**src/rtl/fifo_syn_counter_methods_pkg.sv**
```systemverilog
// Shared constants and helpers for the counter-based synchronous FIFO.
package fifo_pkg;

  localparam int FIFO_DEPTH_DEF = 8;
  localparam int FIFO_WIDTH_DEF = 16;

  function automatic int ptr_w(input int depth);
    return $clog2(depth);
  endfunction

endpackage

```
**src/rtl/fifo_syn_counter_methods_if.sv**
```systemverilog
// Producer/consumer bus of the FIFO; master drives requests, slave is the FIFO.
interface fifo_syn_counter_methods_if
  import fifo_pkg::*;
#(
  parameter int Width = FIFO_WIDTH_DEF
);
  logic             w_en;
  logic             r_en;
  logic [Width-1:0] in_data;
  logic [Width-1:0] out_data;
  logic             full;
  logic             empty;

  modport master (output w_en, r_en, in_data, input out_data, full, empty);
  modport slave  (input w_en, r_en, in_data, output out_data, full, empty);
endinterface

```
**src/rtl/fifo_syn_mem.sv**
```systemverilog
// 1-write/1-read register file with a registered read port; storage is not reset.
module fifo_syn_mem
  import fifo_pkg::*;
#(
  parameter int Depth = FIFO_DEPTH_DEF,
  parameter int Width = FIFO_WIDTH_DEF,
  parameter int AddrW = ptr_w(FIFO_DEPTH_DEF)
) (
  input  logic             clk,
  input  logic             rst,
  input  logic             we,
  input  logic [AddrW-1:0] waddr,
  input  logic [Width-1:0] wdata,
  input  logic             re,
  input  logic [AddrW-1:0] raddr,
  output logic [Width-1:0] rdata
);

  logic [Width-1:0] mem_q [Depth];
  logic [Width-1:0] mem_d [Depth];
  logic [Width-1:0] rdata_q;
  logic [Width-1:0] rdata_d;

  // Read uses mem_q, so a same-edge write to the read slot returns the old word.
  always_comb begin
    mem_d = mem_q;
    if (we) begin
      mem_d[waddr] = wdata;
    end
    rdata_d = rdata_q;
    if (re) begin
      rdata_d = mem_q[raddr];
    end
  end

  always_ff @(posedge clk) begin
    mem_q <= mem_d;
  end

  always_ff @(posedge clk) begin
    if (!rst) begin
      rdata_q <= '0;
    end else begin
      rdata_q <= rdata_d;
    end
  end

  assign rdata = rdata_q;

endmodule

```
**src/rtl/fifo_syn_counter_methods.sv**
```systemverilog
// Single-clock FIFO whose full/empty flags decode from an explicit occupancy counter.
module fifo_syn_counter_methods
  import fifo_pkg::*;
#(
  parameter int Depth = FIFO_DEPTH_DEF,
  parameter int Width = FIFO_WIDTH_DEF
) (
  input logic                            clk,
  input logic                            rst,
  fifo_syn_counter_methods_if.slave      bus
);

  localparam int PtrW = ptr_w(Depth);
  localparam int CntW = PtrW + 1;

  logic [PtrW-1:0] wr_ptr_q, wr_ptr_d;
  logic [PtrW-1:0] rd_ptr_q, rd_ptr_d;
  logic [CntW-1:0] count_q, count_d;
  logic            wr_ok;
  logic            rd_ok;
  logic            full;
  logic            empty;

  assign full  = (count_q == CntW'(Depth));
  assign empty = (count_q == '0);

  // A write into a full FIFO is still accepted when a read frees a slot that edge.
  assign wr_ok = bus.w_en && (!full || bus.r_en);
  assign rd_ok = bus.r_en && !empty;

  // Explicit wrap so non-power-of-2 depths work.
  always_comb begin
    wr_ptr_d = wr_ptr_q;
    rd_ptr_d = rd_ptr_q;
    count_d  = count_q;
    if (wr_ok) begin
      wr_ptr_d = (wr_ptr_q == PtrW'(Depth - 1)) ? '0 : wr_ptr_q + PtrW'(1);
    end
    if (rd_ok) begin
      rd_ptr_d = (rd_ptr_q == PtrW'(Depth - 1)) ? '0 : rd_ptr_q + PtrW'(1);
    end
    case ({wr_ok, rd_ok})
      2'b10:   count_d = count_q + CntW'(1);
      2'b01:   count_d = count_q - CntW'(1);
      default: count_d = count_q;
    endcase
  end

  always_ff @(posedge clk) begin
    if (!rst) begin
      wr_ptr_q <= '0;
      rd_ptr_q <= '0;
      count_q  <= '0;
    end else begin
      wr_ptr_q <= wr_ptr_d;
      rd_ptr_q <= rd_ptr_d;
      count_q  <= count_d;
    end
  end

  fifo_syn_mem #(
    .Depth (Depth),
    .Width (Width),
    .AddrW (PtrW)
  ) u_mem (
    .clk   (clk),
    .rst   (rst),
    .we    (wr_ok),
    .waddr (wr_ptr_q),
    .wdata (bus.in_data),
    .re    (rd_ok),
    .raddr (rd_ptr_q),
    .rdata (bus.out_data)
  );

  assign bus.full  = full;
  assign bus.empty = empty;

endmodule

```
**src/flat_wrapper.sv**
```systemverilog
// flat-port wrapper written by rule: the top's interface ports become plain ports
module fifo_syn_counter_methods_flat import fifo_pkg::*;
#(
  parameter int Depth = FIFO_DEPTH_DEF,
  parameter int Width = FIFO_WIDTH_DEF
)
  (clk, rst, bus_w_en, bus_r_en, bus_in_data, bus_out_data, bus_full, bus_empty);
  fifo_syn_counter_methods_if #(.Width(Width)) bus_i ();
  input logic clk;
  input logic rst;
  input wire logic [$bits(bus_i.w_en)-1:0] bus_w_en;
  input wire logic [$bits(bus_i.r_en)-1:0] bus_r_en;
  input wire logic [$bits(bus_i.in_data)-1:0] bus_in_data;
  output wire logic [$bits(bus_i.out_data)-1:0] bus_out_data;
  output wire logic [$bits(bus_i.full)-1:0] bus_full;
  output wire logic [$bits(bus_i.empty)-1:0] bus_empty;
  assign bus_i.w_en = bus_w_en;
  assign bus_i.r_en = bus_r_en;
  assign bus_i.in_data = bus_in_data;
  assign bus_out_data = bus_i.out_data;
  assign bus_full = bus_i.full;
  assign bus_empty = bus_i.empty;
  fifo_syn_counter_methods #(.Depth(Depth), .Width(Width)) u_core (.clk(clk), .rst(rst), .bus(bus_i));
endmodule
```
**config.mk**
```make
export PLATFORM = sky130hd
export DESIGN_NAME = fifo_syn_counter_methods_flat
export DESIGN_NICKNAME = d
export VERILOG_FILES = /design/src/rtl/fifo_syn_counter_methods_pkg.sv /design/src/rtl/fifo_syn_counter_methods_if.sv /design/src/rtl/fifo_syn_mem.sv /design/src/rtl/fifo_syn_counter_methods.sv /design/src/flat_wrapper.sv
export SDC_FILE = /design/constraint.sdc
export NUM_CORES = 1
export LEC_CHECK = 0
export BUFFER_PORTS_ARGS = -buffer_cell sky130_fd_sc_hd__buf_2
export CAP_MARGIN = 20
export CORE_UTILIZATION = 35
export DETAILED_ROUTE_END_ITERATION = 10
export REMOVE_ABC_BUFFERS = 1
export SETUP_SLACK_MARGIN = 0.3
export SYNTH_ARGS = -nofsm -noshare
export SYNTH_HDL_FRONTEND = slang
export SYNTH_SLANG_ARGS = --single-unit
```
**constraint.sdc**
```tcl
create_clock -name clk -period 3.13 [get_ports clk]
set_clock_uncertainty 0.15 [all_clocks]
set_input_delay 0.4695 -clock clk [delete_from_list [all_inputs] [get_ports clk]]
set_output_delay 0.4695 -clock clk [all_outputs]
set_load 0.005 [all_outputs]
```
==> results of run 1 <==
cells in the final DEF (no fill, tap or decap), drive strengths merged, types with 7 or more instances in the layout:
| cell | n |
|---|---|
| buf | 51 |
| o21ai | 19 |
| nand2 | 9 |
| clkinv | 7 |
| mux4 | 32 |
| nor2 | 20 |
| ha | 7 |
| dfxtp | 26 |
| o22ai | 15 |
| edfxtp | 128 |
| clkbuf | 22 |
final timing paths:
kind,endpoint,cells after the start
worst max-delay path,u_core.count_q[3],8
worst max register to register,u_core.count_q[3],8
worst min-delay path,u_core.u_mem.mem_q[116],1
worst min register to register,u_core.u_mem.rdata[12],2
final cells by class:
class | count | area [um2] | area share
multi-input cells | 139 | 1440 | 0.206
inverters | 5 | 18.8 | 0.00270
well taps | 216 | 270 | 0.0389
flip-flops and latches | 154 | 4370 | 0.628
clock buffers | 22 | 444 | 0.0639
repair buffers | 51 | 290 | 0.0418
clock inverters | 10 | 126 | 0.0182
registers in the layout, indices dropped and copies added, names as in the netlist:
name                flops
u_core.u_mem.mem_q    128
u_core.u_mem.rdata     16
u_core.count_q          4
u_core.rd_ptr_q         3
u_core.wr_ptr_q         3
kinds of logic (layout without fill, tap and decap cells):
family,Yosys count,after routing
DFF,154,154
buffers and inverters,18,88
AOI/OAI and AO/OA,43,43
and+or+nand+nor,49,49
adders and majority gates,8,8
xor gates and xnor gates,2,2
muxes,37,37
critical path: stages, from the launching register on:
cell and delay, ns:
dfxtp_1 0.37, or4b_4 0.59, o21ai_4 0.15, ha_1 0.23, ha_1 0.25, a21o_2 0.21
a21oi_1 0.16, mux2i_1 0.23, mux2i_1 0.18
through the flow:
step	instance area [um2]	hold WS, ns
finish	6950	0.169
global route	6950	0.184
CTS	6950	0.161
detailed placement	6380	0.348
global placement	6380	0.342
floorplan	5790	0.328
synthesized netlist by cell type, drive strengths merged, types with 4 or more instances:
cell type  number
ha              7
clkbuf          7
inv             5
dfxtp          26
mux4           32
nand2           9
nor3            5
edfxtp        128
nand2b          4
nor2           20
mux2i           5
buf             6
o22ai          15
o21ai          19
metal layers:
layer	track usage	vias up	share of wire
met5	0	-	0
met4	0.0543	0	0.012
met3	0.0313	12	0.027
met2	0.236	48	0.51
met1	0.177	1514	0.45
li1	-	1365	-
where the power goes:
part | total, W | internal (W) | switching [W]
clock | 0.00197 | 0.00124 | 0.000728
sequential | 0.00253 | 0.00240 | 0.000134
combinational | 0.00102 | 0.000513 | 0.000509
total | 0.00553 | 0.00416 | 0.00137
==> metrics.md, run 1 <==
| Metric | Value |
|---|---|
| Worst Setup Slack, final | 0.527 ns |
| Placed insts | 565 |
| Util after Layout | 0.431 |
| Cells after Synth | 311 |
| XOR/XNOR Fraction of Synth Area | 0.00299 |
| Core Rows | 46 |
| WL final | 11300 um |
| Worst r2r src | u_core.count_q[0] |
| Critical path peak fanout | 6 |
| WP data required | 3.32 ns |
| Power per Cell Area | 795 mW/mm2 |
| HP Start | bus_in_data[4] |
| Final setup violation count | 0 |
| # DRC | 0 |
| # IOs | 38 |
| CORE AREA | 0.0161 mm2 |
| Maximum VDD drop | 0.366 mV |
| Setup crit start | u_core.count_q[0] |
| Vias in the first global route | 3047 |
| Area leader, netlist | edfxtp_1 |
| TritonCTS Buffers | 17 |
| CTS clk-pin slew, worst paths | 0.06 ns |
| Area growth, synth to finish | 18.7% |
| Die area | 0.0172 mm2 |
| Yosys cell types | 34 |
| #FFs+latches synth | 154 |
| Arrival @ worst endpoint | 2.79 ns |
| Post-layout nets | 396 |
| Mux share of post-synthesis cell area | 0.132 |
| Root Driver | clkbuf_16 |
| Minimum clock period | 2.60 ns |
| Yosys top cell area share | 0.657 |
| Status | complete, no violations |
| Global-route wire length before repair | 17600 um |
| DRT antenna net count | 0 |
| Vias | 2939 |
| GP Congestion | 0.777 |
| Leakage | 2.38 nW |
| Largest family of logic cells by synthesized area | multiplexers |
| DP HPWL | 6520 um |
| Hold Crit Class | in -> reg |
| Worst-case clock buffer depth | 2 |
| # clock sinks | 154 |
| Ant diodes | 0 |
| Initial Util | 0.363 |
| Adder-cell share of the synthesized area | 0.0184 |
| Final worst-path cycle share | 0.832 |
| FF-to-FF setup slack | 0.53 ns |
| Pwr Total | 0.00553 W |
| F_max | 0.384 GHz |
| First-pass DRT Iterations | 4 |
| Wirelength per Cell | 18.9 um |
| TritonCTS clock tree | yes |
| H-tree levels | 4 |
| Setup Buffers After CTS | 0 |
| CP Capture Type | flip-flop |
| Seq/Total Area, Yosys | 0.746 |
| Setup TNS | 0 ns |
| Ranking of synthesized cells by area | edfxtp_1 66%, mux4_2 12%, dfxtp_1 8.9%, o22ai_1 1.6%, o21ai_0 1.5% |
| Initial antenna violation count | 0 |
| Gr usage total | 0.141 |
| Simple logic cell fraction of the synthesized area | 0.0415 |
| Synth Area in Compound Gates | 0.0462 |
| Final hold violation count | 0 |
| Fillers | 1436 |
| Latest clock arrival within the worst-skew pair | 0.41 ns |
| Initial DRC count | 221 |
| Ys async rst share | 0 |
| Setup Crit Path Kind | reg -> reg |
| RSZ-0062 raised after global routing | no |
| Slew Limit Fails | 0 |
| Fin cells | 597 |
| Port bufs | 37 |
| Setup slack at placement | 0.544 ns |
| Crit start category | flip-flop |
| Hold_buf cts | 0 |
| Synth Flop Type | edfxtp_1 |
| Slew headroom | 0.613 |
| Post-cts repair resize count | 0 |
| DIE HEIGHT | 131 um |
| Share of post-route cells with drive strength above 1 | 0.320 |
| Synth warn | 0 |
| Vias/cell | 4.92 |
| Die width | 131 um |
| Worst-margin pin slew | 0.575 ns |
| Synthesized area | 0.00585 mm2 |
| Pin count of the biggest net entering global routing | 34 |
| Mean post-synth cell area | 18.8 um2 |
| Total grt overflow | 0 |
| Max-cap violations | 0 |
| Post-synth EDFFs | 128 |
(Power assumes the default switching activity.)
==> run 2: changes to the inputs <==
--- a/config.mk
+++ b/config.mk
@@ -5,6 +5,7 @@
 export SDC_FILE = /design/constraint.sdc
 export NUM_CORES = 1
 export LEC_CHECK = 0
+export ABC_AREA = 1
 export BUFFER_PORTS_ARGS = -buffer_cell sky130_fd_sc_hd__buf_2
 export CAP_MARGIN = 20
 export CORE_UTILIZATION = 35
==> constraint.sdc (replaced) <==
create_clock -name clk -period 2.4 [get_ports clk]
set_clock_uncertainty 0.15 [all_clocks]
set_input_delay 0.36 -clock clk [delete_from_list [all_inputs] [get_ports clk]]
set_output_delay 0.36 -clock clk [all_outputs]
set_load 0.005 [all_outputs]
==> metrics.md, run 2 <==
| Metric | Value |
|---|---|
| TritonCTS clock tree | yes (unchanged) |
| Synth Flop Type | edfxtp_1 (unchanged) |
| Worst r2r src | u_core.count_q[2] (was u_core.count_q[0]) |
| Sequential Power Share | 0.426 (was 0.458) |
| Cells after Synth | 649 (was 311) |
| Latest clock arrival within the worst-skew pair | 0.42 ns (was 0.41 ns) |
| Total grt overflow | 0 (unchanged) |
| Status | complete, but fails checks (was complete, no violations) |
| Fillers | 1751 (was 1436) |
| WP data required | 2.57 ns (was 3.32 ns) |
| Synth Area in Compound Gates | 0.0252 (was 0.0462) |
| DP HPWL | 8230 um (was 6520 um) |
| Wirelength per Cell | 15.1 um (was 18.9 um) |
| Final worst-path cycle share | 0.816 (was 0.832) |
| Pin count of the biggest net entering global routing | 67 (was 34) |
| GP Congestion | 0.742 (was 0.777) |
| Global-route wire length before repair | 22400 um (was 17600 um) |
| Die area | 0.0193 mm2 (was 0.0172 mm2) |
| Area growth, synth to finish | 17.0% (was 18.7%) |
| Share of post-route cells with drive strength above 1 | 0.150 (was 0.320) |
| Crit-path cells | inv_2 -> nand3_2 -> nand2_2 -> inv_4 -> ha_2 -> inv_1 -> fa_1 -> xnor2_1 -> o21ai_1 -> inv_1 (was or4b_4 -> o21ai_4 -> ha_1 -> ha_1 -> a21o_2 -> a21oi_1 -> mux2i_1 -> mux2i_1) |
| H-tree levels | 4 (unchanged) |
| Worst-margin pin slew | 0.666 ns (was 0.575 ns) |
| Crit start category | flip-flop (unchanged) |
| Gr usage total | 0.157 (was 0.141) |
| Fin cells | 942 (was 597) |
| Most frequent cells after synthesis | 193 x nand2_1, 128 x edfxtp_1, 109 x inv_1 (was 128 x edfxtp_1, 32 x mux4_2, 26 x dfxtp_1) |
| Hold_buf cts | 0 (unchanged) |
| Initial antenna violation count | 0 (unchanged) |
| Most common cell after layout, fill and taps aside | nand2_1 (was edfxtp_1) |
| Register bank with the most flops | u_core.u_mem.mem_q (unchanged) |
| Synthesized area | 0.00656 mm2 (was 0.00585 mm2) |
| Minimum clock period | 1.96 ns (was 2.60 ns) |
| Number of buffers and inverters on the critical path | 4 (was 0) |
| Arrival @ worst endpoint | 2.12 ns (was 2.79 ns) |
| Area leader, netlist | edfxtp_1 (unchanged) |
| CTS clk-pin slew, worst paths | 0.06 ns (about the same) |
| Initial Util | 0.361 (was 0.363) |
| F_max | 0.511 GHz (was 0.384 GHz) |
| Vias in the first global route | 4081 (was 3047) |
| Cell with the most instances on the worst path | inv_1 |
| First-pass DRT Iterations | 8 (was 4) |
| Die width | 139 um (was 131 um) |
| Final hold violation count | 0 (unchanged) |
| Vias | 4331 (was 2939) |
| # IOs | 38 (unchanged) |
| Final setup violation count | 0 (unchanged) |
| Seq/Total Area, Yosys | 0.666 (was 0.746) |
| Initial DRC count | 325 (was 221) |
| Power per Cell Area | 994 mW/mm2 (was 795 mW/mm2) |
| Slowest stage delay, CP | 0.42 ns (was 0.59 ns) |
| Most frequent cells in the layout | 193 x nand2_1, 128 x edfxtp_1, 108 x inv_1, 99 x nand3_1, 37 x buf_2 (was 128 x edfxtp_1, 37 x buf_2, 32 x mux4_2, 25 x dfxtp_1, 20 x nor2_1) |
| Maximum VDD drop | 0.535 mV (was 0.366 mV) |
| Port bufs | 37 (unchanged) |
| TritonCTS Buffers | 17 (unchanged) |
| Ranking of synthesized cells by area | edfxtp_1 59%, nand2_1 11%, dfxtp_1 7.9%, nand3_1 7.6%, inv_1 6.2% (was edfxtp_1 66%, mux4_2 12%, dfxtp_1 8.9%, o22ai_1 1.6%, o21ai_0 1.5%) |
| Yosys cell types | 25 (was 34) |
| Placed insts | 909 (was 565) |
| Hold Crit Class | in -> reg (unchanged) |
| Critical path peak fanout | 4 (was 6) |
| # clock sinks | 154 (unchanged) |
| Yosys top cell area share | 0.586 (was 0.657) |
| XOR/XNOR Fraction of Synth Area | 0.00134 (was 0.00299) |
| DIE HEIGHT | 139 um (was 131 um) |
| #FFs+latches synth | 154 (unchanged) |
| Psw | 0.00233 W (was 0.00137 W) |
| Violated checks | DRC |
| Top-count cell post-synth | nand2_1 (was edfxtp_1) |
| HP Start | bus_in_data[1] (was bus_in_data[4]) |
| Ys async rst share | 0 (unchanged) |
| Mux share of post-synthesis cell area | 0 (was 0.132) |
| Simple logic cell fraction of the synthesized area | 0.200 (was 0.0415) |
| # DRC | 6 (was 0) |
| CP Capture Type | flip-flop (unchanged) |
| Largest family of logic cells by synthesized area | simple AND/OR/NAND/NOR gates (was multiplexers) |
| Slew headroom | 0.555 (was 0.613) |
| Vias/cell | 4.60 (was 4.92) |
| Root Driver | clkbuf_16 (unchanged) |
| Setup Crit Path Kind | reg -> reg (unchanged) |
| Internal | 0.00530 W (was 0.00416 W) |
| Combinational fraction of design power | 0.245 (was 0.185) |
| RSZ-0062 raised after global routing | no (unchanged) |
| Sw frac | 0.305 (was 0.248) |
| Clk pwr share | 0.330 (was 0.357) |
| Post-synth EDFFs | 128 (unchanged) |
| Leakage | 3.28 nW (was 2.38 nW) |
| Mean post-synth cell area | 10.1 um2 (was 18.8 um2) |
| Synth warn | 0 (unchanged) |
| Adder-cell share of the synthesized area | 0.0164 (was 0.0184) |
| Number of flip-flops in the largest register | 128 (unchanged) |
| Post-layout nets | 728 (was 396) |
| Crit-path slowest cell | dfxtp_1 (was or4b_4) |
| Setup crit start | u_core.count_q[2] (was u_core.count_q[0]) |
| WL final | 14200 um (was 11300 um) |
| Slew Limit Fails | 0 (unchanged) |
| Core Rows | 49 (was 46) |
| Ant diodes | 0 (unchanged) |
| DRT antenna net count | 0 (unchanged) |
| Max-cap violations | 0 (unchanged) |
| Delay-heaviest family, CP | adder cells (was simple AND/OR/NAND/NOR gates) |
| CORE AREA | 0.0181 mm2 (was 0.0161 mm2) |
| Pwr Total | 0.00762 W (was 0.00553 W) |
| Worst-case clock buffer depth | 2 (unchanged) |
-- run 2: final timing paths --
kind | slack [ns] | to | depth (start not counted)
worst max-delay path | 0.44 | u_core.count_q[2] | 10
worst min register to register | 0.31 | u_core.u_mem.rdata[9] | 2
worst max register to register | 0.44 | u_core.count_q[2] | 10
worst min-delay path | 0.06 | u_core.u_mem.mem_q[17] | 1
-- run 2: power by group through the flow --
stage	Combinational [W]	Clock (W)	Sequential (W)
after floorplan	0.00102	0	0.00340
after global placement	0.00184	0	0.00328
after detailed placement	0.00186	0	0.00329
after CTS	0.00187	0.00257	0.00323
after global routing	0.00210	0.00268	0.00327
final	0.00187	0.00251	0.00324
-- run 2: cell type report --
cell class                 count  area (um2)  share of cell area
clock inverter                12         105              0.0137
inverter                     115         434              0.0566
clock buffer                  20         447              0.0583
tap                          229         287              0.0374
timing repair buffer          60         395              0.0516
multi-input combinational    352        1630               0.213
sequential                   154        4370               0.570
-- run 2: routing by layer --
| layer | GRT usage | up-vias | share of wire |
|---|---|---|---|
| met5 | 0 | - | 0 |
| met4 | 0.0766 | 0 | 0.019 |
| met3 | 0.0349 | 20 | 0.042 |
| met2 | 0.251 | 92 | 0.48 |
| met1 | 0.203 | 2015 | 0.46 |
| li1 | - | 2204 | - |
-- run 2: metrics by stage --
step / TNS (ns) / instance area [um2] / hold slack [ns] / worst slack [ns] / util
global route: 0 / 7670 / 0.0478 / 0.282 / 0.423
detailed placement: 0 / 7090 / 0.303 / 0.316 / 0.391
global placement: 0 / 7090 / 0.299 / 0.340 / 0.391
floorplan: -6.32 / 6390 / 0.309 / -0.381 / -
finish: 0 / 7670 / 0.0619 / 0.443 / 0.423
CTS: 0 / 7640 / 0.0403 / 0.340 / 0.421
-- run 2: repair_timing --
action                     4_1_cts  5_1_grt
buffers inserted                 0        1
hold endpoints to repair         0        0
setup endpoints to repair        0        2
resized for setup                0        5
-- run 2: kinds of logic after synthesis --
kind of cell | Yosys count
compound gates | 33
xor+xnor | 1
fa+ha+maj | 8
buf+inv | 143
flops | 154
simple gates | 310
